--- config.mk ---
export PLATFORM = sky130hd
export DESIGN_NAME = fetch_sequencer_flat
export DESIGN_NICKNAME = d
export VERILOG_FILES = /design/src/rtl/npc_pkg.sv /design/src/rtl/fetch_sequencer_if.sv /design/src/rtl/fetch_watchdog.sv /design/src/rtl/fetch_sequencer.sv /design/src/flat_wrapper.sv
export SDC_FILE = /design/constraint.sdc
export NUM_CORES = 1
export LEC_CHECK = 0
export ABC_AREA = 1
export CORE_MARGIN = 2
export CORE_UTILIZATION = 49
export CTS_BUF_LIST = sky130_fd_sc_hd__clkbuf_4 sky130_fd_sc_hd__clkbuf_8 sky130_fd_sc_hd__clkbuf_16
export CTS_CLUSTER_SIZE = 30
export DETAILED_ROUTE_END_ITERATION = 10
export GPL_ROUTABILITY_DRIVEN = 0
export PLACE_DENSITY_LB_ADDON = 0.15
export SLEW_MARGIN = 30
export SYNTH_ARGS = -nofsm -noshare
export SYNTH_HDL_FRONTEND = slang
export SYNTH_SLANG_ARGS = --single-unit
export TNS_END_PERCENT = 100
--- constraint.sdc ---
create_clock -name clk -period 5.1 [get_ports clk]
set_clock_uncertainty 0.15 [all_clocks]
set_input_delay 1.275 -clock clk [delete_from_list [all_inputs] [get_ports clk]]
set_output_delay 1.275 -clock clk [all_outputs]
set_load 0.01 [all_outputs]
--- src/rtl/npc_pkg.sv ---
// npc_pkg
//   Types and constants shared across the NPC core.
//   fetch_state_t : fetch sequencer state encoding (IDLE, REQ, WAIT, EXEC, HALT)
//   NPC_RESET_PC  : PC value loaded by the PC register on reset
package npc_pkg;

    typedef enum logic [2:0] {
        IDLE = 3'd0,
        REQ  = 3'd1,
        WAIT = 3'd2,
        EXEC = 3'd3,
        HALT = 3'd4
    } fetch_state_t;

    localparam logic [31:0] NPC_RESET_PC = 32'h8000_0000;

endpackage

--- src/rtl/fetch_sequencer_if.sv ---
// fetch_sequencer_if
//   Instruction-memory request/response channel of the fetch sequencer.
//   req_valid/req_addr/req_ready : fetch request (sequencer -> memory)
//   rsp_valid/rsp_data/rsp_ready : instruction response (memory -> sequencer)
//   master : sequencer side, slave : memory side
interface fetch_sequencer_if;

    logic        req_valid;
    logic [31:0] req_addr;
    logic        req_ready;
    logic        rsp_valid;
    logic [31:0] rsp_data;
    logic        rsp_ready;

    modport master (
        output req_valid,
        output req_addr,
        input  req_ready,
        input  rsp_valid,
        input  rsp_data,
        output rsp_ready
    );

    modport slave (
        input  req_valid,
        input  req_addr,
        output req_ready,
        output rsp_valid,
        output rsp_data,
        input  rsp_ready
    );

endinterface

--- src/rtl/fetch_watchdog.sv ---
// fetch_watchdog
//   Counts WAIT cycles without a response and flags a timeout on the cycle
//   the count would reach TIMEOUT_CYCLES.
//   clk, rst     : clock, synchronous active-high reset
//   i_clear      : request accepted; WAIT starts on the next cycle
//   i_wait       : sequencer is in WAIT
//   i_rsp_valid  : response present this cycle (wins over the timeout)
//   o_timeout    : combinational timeout strobe
module fetch_watchdog #(
    parameter int TIMEOUT_CYCLES = 255
) (
    input  logic clk,
    input  logic rst,
    input  logic i_clear,
    input  logic i_wait,
    input  logic i_rsp_valid,
    output logic o_timeout
);

    // Count only needs to hold 0..TIMEOUT_CYCLES-1: the limit cycle itself
    // leaves WAIT, so the wrapped value is never observed.
    localparam int CW = (TIMEOUT_CYCLES < 2) ? 1 : $clog2(TIMEOUT_CYCLES);
    localparam logic [CW-1:0] LAST = CW'(TIMEOUT_CYCLES - 1);

    logic [CW-1:0] r_cnt;

    always_ff @(posedge clk) begin
        if (rst || i_clear) begin
            r_cnt <= '0;
        end else if (i_wait && !i_rsp_valid) begin
            r_cnt <= r_cnt + CW'(1);
        end
    end

    // r_cnt holds the number of completed empty WAIT cycles, so this cycle
    // is empty cycle number TIMEOUT_CYCLES when r_cnt == LAST.
    assign o_timeout = i_wait && !i_rsp_valid && (r_cnt == LAST);

endmodule

--- src/rtl/fetch_sequencer.sv ---
// fetch_sequencer
//   Multi-cycle instruction-fetch controller for the NPC core. Fetches at the
//   current PC, holds the returned instruction for execute, pulses the PC
//   write-enable on completion, owns halt (ebreak) and the retired count.
//   Optional build macro: FETCH_WATCHDOG_EN adds a WAIT timeout that raises
//   o_fetch_err and halts; without it o_fetch_err stays 0.
//
//   clk, rst      : clock, synchronous active-high reset
//   i_pc          : current PC from the PC register
//   bus           : memory request/response channel (master side)
//   o_inst        : registered instruction
//   o_inst_valid  : o_inst is live for execution
//   i_exec_done   : execute of o_inst complete
//   i_halt_req    : o_inst is ebreak
//   o_pc_we       : one-cycle PC update enable
//   o_halted      : sticky halt
//   o_fetch_err   : sticky watchdog error
//   o_instret     : retired-instruction count
//
//   state | meaning
//   IDLE  | post-reset settle cycle, nothing asserted
//   REQ   | request at i_pc presented until accepted
//   WAIT  | request accepted, waiting for the instruction word
//   EXEC  | instruction held for execute until done or halt
//   HALT  | stopped; only rst leaves
module fetch_sequencer
    import npc_pkg::*;
#(
    parameter int TIMEOUT_CYCLES = 255,
    parameter int CNT_W          = 64
) (
    input  logic                 clk,
    input  logic                 rst,
    input  logic [31:0]          i_pc,
    fetch_sequencer_if.master    bus,
    output logic [31:0]          o_inst,
    output logic                 o_inst_valid,
    input  logic                 i_exec_done,
    input  logic                 i_halt_req,
    output logic                 o_pc_we,
    output logic                 o_halted,
    output logic                 o_fetch_err,
    output logic [CNT_W-1:0]     o_instret
);

    fetch_state_t     r_state;
    logic             r_req_valid;
    logic             r_rsp_ready;
    logic             r_inst_valid;
    logic             r_halted;
    logic             r_fetch_err;
    logic [31:0]      r_inst;
    logic [CNT_W-1:0] r_instret;

    logic w_accept;
    logic w_retire;
    logic w_timeout;

    assign w_accept = (r_state == REQ) && bus.req_ready;
    // ebreak outranks exec_done: a halting instruction never retires.
    assign w_retire = (r_state == EXEC) && i_exec_done && !i_halt_req;

`ifdef FETCH_WATCHDOG_EN
    fetch_watchdog #(
        .TIMEOUT_CYCLES (TIMEOUT_CYCLES)
    ) u_watchdog (
        .clk         (clk),
        .rst         (rst),
        .i_clear     (w_accept),
        .i_wait      (r_state == WAIT),
        .i_rsp_valid (bus.rsp_valid),
        .o_timeout   (w_timeout)
    );
`else
    // No watchdog in this build; the compare is constant false, so WAIT
    // waits indefinitely and the error flag never sets.
    assign w_timeout = (TIMEOUT_CYCLES < 0);
`endif

    always_ff @(posedge clk) begin
        if (rst) begin
            r_state      <= IDLE;
            r_req_valid  <= 1'b0;
            r_rsp_ready  <= 1'b0;
            r_inst_valid <= 1'b0;
            r_halted     <= 1'b0;
            r_fetch_err  <= 1'b0;
            r_inst       <= '0;
            r_instret    <= '0;
        end else begin
            unique case (r_state)
                IDLE: begin
                    r_state     <= REQ;
                    r_req_valid <= 1'b1;
                end
                REQ: begin
                    if (w_accept) begin
                        r_state     <= WAIT;
                        r_req_valid <= 1'b0;
                        r_rsp_ready <= 1'b1;
                    end
                end
                WAIT: begin
                    if (bus.rsp_valid) begin
                        r_state      <= EXEC;
                        r_inst       <= bus.rsp_data;
                        r_rsp_ready  <= 1'b0;
                        r_inst_valid <= 1'b1;
                    end else if (w_timeout) begin
                        r_state     <= HALT;
                        r_rsp_ready <= 1'b0;
                        r_halted    <= 1'b1;
                        r_fetch_err <= 1'b1;
                    end
                end
                EXEC: begin
                    if (i_halt_req) begin
                        r_state      <= HALT;
                        r_inst_valid <= 1'b0;
                        r_halted     <= 1'b1;
                    end else if (w_retire) begin
                        r_state      <= REQ;
                        r_inst_valid <= 1'b0;
                        r_req_valid  <= 1'b1;
                        r_instret    <= r_instret + CNT_W'(1);
                    end
                end
                HALT: begin
                    r_state <= HALT;
                end
                default: begin
                    r_state      <= IDLE;
                    r_req_valid  <= 1'b0;
                    r_rsp_ready  <= 1'b0;
                    r_inst_valid <= 1'b0;
                end
            endcase
        end
    end

    // The address tracks i_pc directly; the PC register only moves on
    // o_pc_we, so it is stable for the whole REQ stall.
    assign bus.req_valid = r_req_valid;
    assign bus.req_addr  = r_req_valid ? i_pc : 32'h0;
    assign bus.rsp_ready = r_rsp_ready;

    // Combinational so the PC register updates on the retiring cycle's edge;
    // masked during reset so an in-flight exec_done cannot leak through.
    assign o_pc_we      = w_retire && !rst;
    assign o_inst       = r_inst;
    assign o_inst_valid = r_inst_valid;
    assign o_halted     = r_halted;
    assign o_fetch_err  = r_fetch_err;
    assign o_instret    = r_instret;

endmodule

--- src/flat_wrapper.sv ---
// flat-port wrapper written by rule: the top's interface ports become plain ports
module fetch_sequencer_flat import npc_pkg::*;
#(
    parameter int TIMEOUT_CYCLES = 255,
    parameter int CNT_W          = 64
)
  (clk, rst, i_pc, o_inst, o_inst_valid, i_exec_done, i_halt_req, o_pc_we, o_halted, o_fetch_err, o_instret, bus_req_valid, bus_req_addr, bus_req_ready, bus_rsp_valid, bus_rsp_data, bus_rsp_ready);
  fetch_sequencer_if bus_i ();
  input  logic clk;
  input  logic rst;
  input  logic [31:0] i_pc;
  output logic [31:0] o_inst;
  output logic o_inst_valid;
  input  logic i_exec_done;
  input  logic i_halt_req;
  output logic o_pc_we;
  output logic o_halted;
  output logic o_fetch_err;
  output logic [CNT_W-1:0] o_instret;
  output wire logic [$bits(bus_i.req_valid)-1:0] bus_req_valid;
  output wire logic [$bits(bus_i.req_addr)-1:0] bus_req_addr;
  input wire logic [$bits(bus_i.req_ready)-1:0] bus_req_ready;
  input wire logic [$bits(bus_i.rsp_valid)-1:0] bus_rsp_valid;
  input wire logic [$bits(bus_i.rsp_data)-1:0] bus_rsp_data;
  output wire logic [$bits(bus_i.rsp_ready)-1:0] bus_rsp_ready;
  assign bus_req_valid = bus_i.req_valid;
  assign bus_req_addr = bus_i.req_addr;
  assign bus_i.req_ready = bus_req_ready;
  assign bus_i.rsp_valid = bus_rsp_valid;
  assign bus_i.rsp_data = bus_rsp_data;
  assign bus_rsp_ready = bus_i.rsp_ready;
  fetch_sequencer #(.TIMEOUT_CYCLES(TIMEOUT_CYCLES), .CNT_W(CNT_W)) u_core (.clk(clk), .rst(rst), .i_pc(i_pc), .bus(bus_i), .o_inst(o_inst), .o_inst_valid(o_inst_valid), .i_exec_done(i_exec_done), .i_halt_req(i_halt_req), .o_pc_we(o_pc_we), .o_halted(o_halted), .o_fetch_err(o_fetch_err), .o_instret(o_instret));
endmodule
==> reports/qor.csv, run 1 <==
metric;value;unit
route.met2.wl;7670;microns
grt_pass1_wl;26400;microns
clk_pin_slew;0.07;ns
synthXorXnorAreaFrac;1.89;%
syn_avg_cell_area;6.18;sq um
power_density;246;mW/mm^2
cp-start-kind;primary input;
wl_per_cell;13.3;microns
r2r-start;u_core.r_state[0]$_SDFFE_PP0P_;
cts_tree;done;
yosysMostFrequentCell;nand2_1;
finalHoldViolCount;0;
met3_wirelength;1320;microns
track_usage;26.0;%
drive_above_1_share;3.55;%
cts.sink_count;103;
synthCells;901;
relSlewSlack;53.8;%
viasPerCell;5.05;
cp_common_cell;clkdlybuf4s50_1;
clockRootBuffer;clkbuf_16;
drt_iter0_markers;434;
fp.coreArea;0.0110;sq mm
setup_viol_count_final;0;
grt_max_degree;72;
start_util;50.7;%
synth-async-reset-ratio;0;%
grt_pass1_vias;5422;
cts-resized-gates;0;
min_period;4.04;ns
netlist_area;0.00557;sq mm
pin_count;204;
arrival;2.62;ns
path_cells;clkdlybuf4s50_1 > nor2_4 > nand3_4 > nor2_1 > clkdlybuf4s50_1;
cp_slowest_cell;clkdlybuf4s50_1;
wirelength_met1;7170;microns
dieArea;0.0122;sq mm
syn_nets;972;
rows;38;
slew_viol_final;0;
dr.pass1.iters;6;
post_cts.repair.setup_buffers;0;
num_vias;6246;
synth_edf_count;0;
io_buffers;202;
dp_cells;1222;
overflow;0;
dpl.hpwl;12600;microns
chipWidth;111;microns
netlist.area_leader.share;37.0;%
multiInputGateArea;0.00289;sq mm
peakVddDrop;0.188;mV
max_freq;247;MHz
worstHoldStart;u_core.o_inst[26]$_SDFFE_PP0P_;
slowest_delay;0.54;ns
end_kind;output pin;
cts.path.max_buffers;2;
setup_tns;0;ns
clock_latency;0.35;ns
yosysSeqAreaShare;37.0;%
ff_latch_area;0.00206;sq mm
ys.flop_type;dfxtp_1;
drc;0;
antenna_found_initial;0;
worstSetupPathType;in -> out;
num-fill-cells;937;
diodes;0;
h-tree-depth;3;
yosysUniqueCellTypes;32;
rsz0062_at_grt;false;
fin_crit_sh;79.2;%
yosys.area_share.simple;38.4;%
top_layer;met4;
ys_top_cells_by_count;nand2_1 (216), nor2_1 (174), inv_1 (135);
drv_cap;0;
hold_path.class;reg -> reg;
ys_warn_count;0;
startpoint;i_halt_req;
fin_cells;1238;
wl;16400;microns
fp.dieH;111;microns
crit_fanout;3;
p_leak;3.11;nW
synth-compound-area-share;11.3;%
cts_made_buffers;9;
ys_seq_elements;103;
synth_fa_ha_area_share;0.225;%
yosys.area.top_type;dfxtp_1;
crit_required;3.67;ns
tightest_slew;0.693;ns
status;finished, final reports clean;
area_growth;43.6;%
synthMuxAreaShare;0;%
num-nets-final;1164;
synth.area.top_cells;dfxtp_1 (37%), nand2_1 (15%), nor2_1 (12%), inv_1 (9.1%), a21oi_1 (6.2%);
drtAntennaViolNets;0;
hold_buffers;0;
synth_top_family_by_area;simple AND/OR/NAND/NOR gates;
worst max-delay path: cells and delay by family:
kind,cells,cell delay [ns]
buffers and inverters,2,1.00
AND/OR/NAND/NOR,3,0.34
cells in the final DEF (no fill, tap or decap), types with 2 or more instances in the layout:
master / n
nand2_1: 216
clkdlybuf4s50_1: 202
nor2_1: 174
inv_1: 135
dfxtp_1: 102
a21oi_1: 69
o21ai_0: 50
nand3_1: 48
nand4_1: 19
nor3_1: 11
xor2_1: 10
clkbuf_16: 9
nor3b_1: 7
nor2_2: 6
nor2_4: 4
buf_4: 4
and3_1: 3
nand2_2: 3
inv_8: 3
and2_1: 2
o21bai_1: 2
xnor2_1: 2
nor2_8: 2
power by group:
| part | internal [W] | total [W] | switching (W) |
|---|---|---|---|
| clock network | 0.000349 | 0.000691 | 0.000342 |
| logic | 0.000220 | 0.000393 | 0.000174 |
| registers | 0.000840 | 0.000882 | 0.0000416 |
| total | 0.00141 | 0.00197 | 0.000557 |
registers in the layout, summed over array words and instances (netlist names):
name / cells
u_core.o_inst: 32
u_core.bus.req_valid: 1
u_core.o_inst_valid: 1
u_core.o_instret: 64
u_core.bus.rsp_ready: 1
u_core.r_state: 3
u_core.o_halted: 1
per-stage QoR:
stage	instance area, sq um	hold WS, ns	worst slack [ns]	utilization [%]	power (W)
floorplan	5570	0.318	1.70	-	0.00107
global placement	7700	0.281	1.07	70.1	0.00129
detailed placement	7700	0.286	1.06	70.1	0.00130
CTS	8000	0.297	1.05	72.8	0.00198
global route	8000	0.312	1.01	72.8	0.00206
finish	8000	0.293	1.06	72.8	0.00197
final cells by class:
cell class	instances	area share, %
flip-flops and latches	103	25.8
inverters	137	6.43
clock buffers	9	2.82
repair buffers	206	25.7
multi-input cells	636	36.2
well taps	140	2.19
clock inverters	7	0.939
worst paths after layout:
kind                                       endpoint  slack [ns]  depth (start not counted)
setup / recovery                            o_pc_we        1.06                          5
hold / removal       u_core.o_inst[26]$_SDFFE_PP0P_        0.29                          2
setup reg to reg  u_core.o_instret[61]$_SDFFE_PP0P_        3.00                          9
hold reg to reg      u_core.o_inst[26]$_SDFFE_PP0P_        0.29                          2
per-layer routing:
layer | vias to the layer above | track usage (%)
met4 | 0 | 6.75
met2 | 251 | 42.9
met5 | - | 0
met3 | 24 | 6.09
met1 | 2777 | 34.4
li1 | 3194 | -
kinds of logic (layout without fill, tap and decap cells):
group                    after synthesis  after routing
flip-flops                           103            103
AO/OA/AOI/OAI                        124            124
adder cells (fa/ha/maj)                1              1
AND/OR/NAND/NOR                      498            498
other                                  1              1
buffers and inverters                162            359
XOR/XNOR                              12             12
Power figures use the tool's default switching activity.
==> inputs of run 2 (changes only) <==
--- a/config.mk
+++ b/config.mk
@@ -7,7 +7,7 @@
 export LEC_CHECK = 0
 export ABC_AREA = 1
 export CORE_MARGIN = 2
-export CORE_UTILIZATION = 49
+export CORE_UTILIZATION = 45
 export CTS_BUF_LIST = sky130_fd_sc_hd__clkbuf_4 sky130_fd_sc_hd__clkbuf_8 sky130_fd_sc_hd__clkbuf_16
 export CTS_CLUSTER_SIZE = 30
 export DETAILED_ROUTE_END_ITERATION = 10
==> constraint.sdc (replaced) <==
create_clock -name clk -period 4.2 [get_ports clk]
set_clock_uncertainty 0.15 [all_clocks]
set_input_delay 1.05 -clock clk [delete_from_list [all_inputs] [get_ports clk]]
set_output_delay 1.05 -clock clk [all_outputs]
set_load 0.01 [all_outputs]
==> reports/qor.csv, run 2 (synthesis gave the netlist of run 1 again) <==
metric;value;unit;change
status;finished, final reports clean;;
largest_reg_flops;64;;unchanged
cts.path.max_buffers;2;;unchanged
cts.sink_count;103;;unchanged
fin_crit_sh;85.5;%;
seqPwrFrac;43.8;%;-1.1 points
layout_commonest_cell;nand2_1;;
power_density;299;mW/mm^2;+22%
crit_fanout;3;;unchanged
cp-start-kind;primary input;;
fin_util;66.7;%;-6.1 points
finalHoldViolCount;0;;unchanged
cp_slowest_cell;clkdlybuf4s50_1;;
switching_share;27.0;%;-1.3 points
cts_made_buffers;9;;unchanged
max_freq;278;MHz;
post_cts.repair.setup_buffers;0;;unchanged
rsz0062_at_grt;false;;
fp.coreArea;0.0121;sq mm;+9.8%
io_buffers;202;;unchanged
clockRootBuffer;clkbuf_16;;
hold-worst-slack;0.294;ns;+0.000707 ns
track_usage;25.6;%;-0.41 points
relSlewSlack;63.9;%;+10 points
wl;16900;microns;+3.0%
arrival;2.39;ns;-0.23 ns
path_cells;clkdlybuf4s50_1 > nor2_4 > nand3_4 > nor2_1 > clkdlybuf4s50_1;;
drt_iter0_markers;452;;+4.1%
num-nets-final;1165;;+0.086%
combPwrFrac;20.9;%;+0.9 points
drv_cap;0;;unchanged
num_vias;6243;;-0.048%
area_growth;44.5;%;
p_leak;3.13;nW;+0.54%
worstHoldStart;u_core.o_inst[31]$_SDFFE_PP0P_;;
dpl_cell_area;0.00775;sq mm;+0.70%
total_power;0.00240;W;+22%
grt_max_degree;66;;-8.3%
critPathTopFamily;buffers and inverters;;
worstSetupPathType;in -> out;;
cts-resized-gates;0;;unchanged
cts_tree;done;;
final_cell_mix;nand2_1 (216), clkdlybuf4s50_1 (202), nor2_1 (174);;
cp_common_cell;clkdlybuf4s50_1;;
setup_viol_count_final;0;;unchanged
switching_power;0.000649;W;+17%
pwr-share-clk;35.3;%;+0.2 points
dr.pass1.iters;5;;-1
setup_tns;0;ns;unchanged
clk_pin_slew;0.07;ns;about the same
min_period;3.59;ns;
overflow;0;;unchanged
hold_path.class;reg -> reg;;
tightest_slew;0.541;ns;-0.151 ns
crit_buf_inv;2;;unchanged
h-tree-depth;3;;unchanged
viasPerCell;4.93;;-2.3%
antenna_found_initial;0;;unchanged
peakVddDrop;0.254;mV;+35%
chipWidth;115;microns;+4.2%
end_kind;output pin;;
slew_viol_final;0;;unchanged
startpoint;i_halt_req;;
hold_buffers;0;;unchanged
fp.dieH;115;microns;+4.2%
grt_pass1_wl;26700;microns;+1.1%
slowest_delay;0.53;ns;about the same
clock_latency;0.35;ns;about the same
dieArea;0.0133;sq mm;+8.6%
dpl.hpwl;13000;microns;+3.2%
pin_count;204;;unchanged
diodes;0;;unchanged
r2r-start;u_core.o_instret[0]$_SDFFE_PP0P_;;
drtAntennaViolNets;0;;unchanged
p_int;0.00175;W;+25%
wl_per_cell;13.4;microns;+0.66%
drc;0;;unchanged
start_util;46.2;%;-4.5 points
grt_pass1_vias;5437;;+0.28%
final_cell_area;0.00805;sq mm;+0.63%
drive_above_1_share;3.64;%;+0.088 points
rows;40;;+5.3%
crit_required;3.00;ns;-0.67 ns
[run 2: tightest hold or removal path: stages, from the launching register on]
cell and delay (ns):
dfxtp_1 0.31, inv_1 0.04, a21oi_1 0.05
[run 2: routing by layer]
layer / GRT usage [%] / part of all wire [%] / vias to the layer above
li1: - / - / 3202
met1: 34.1 / 44 / 2781
met2: 42.1 / 46 / 238
met3: 5.43 / 7.8 / 22
met4: 7.23 / 1.7 / 0
met5: 0 / 0 / -
[run 2: final cells by class]
cell class	instances	area (sq um)
fill	1105	4010
multi-input combinational	636	2890
inverter	137	514
clock buffer	9	225
sequential	103	2060
clock inverter	7	71.3
tap	168	210
timing repair buffer	207	2070
[run 2: path summary, 6_finish.rpt]
check                           cells after the start  slack, ns                                end
worst max register to register                     10       2.11  u_core.o_instret[56]$_SDFFE_PP0P_
worst min register to register                      2       0.29     u_core.o_inst[31]$_SDFFE_PP0P_
worst max-delay path                                5       0.61                            o_pc_we
worst min-delay path                                2       0.29     u_core.o_inst[31]$_SDFFE_PP0P_
[run 2: through the flow]
stage / worst slack, ns / cells
floorplan: 1.25 / 901
global placement: 0.628 / 1251
detailed placement: 0.604 / 1251
CTS: 0.597 / 1267
global route: 0.549 / 1267
finish: 0.608 / 1267
[run 2: power by group through the flow]
stage                     logic, W  registers, W  clock network (W)
after floorplan           0.000210       0.00108                  0
after global placement    0.000498       0.00108                  0
after detailed placement  0.000504       0.00108                  0
after CTS                 0.000507       0.00105           0.000862
after global routing      0.000550       0.00106           0.000908
final                     0.000502       0.00105           0.000849
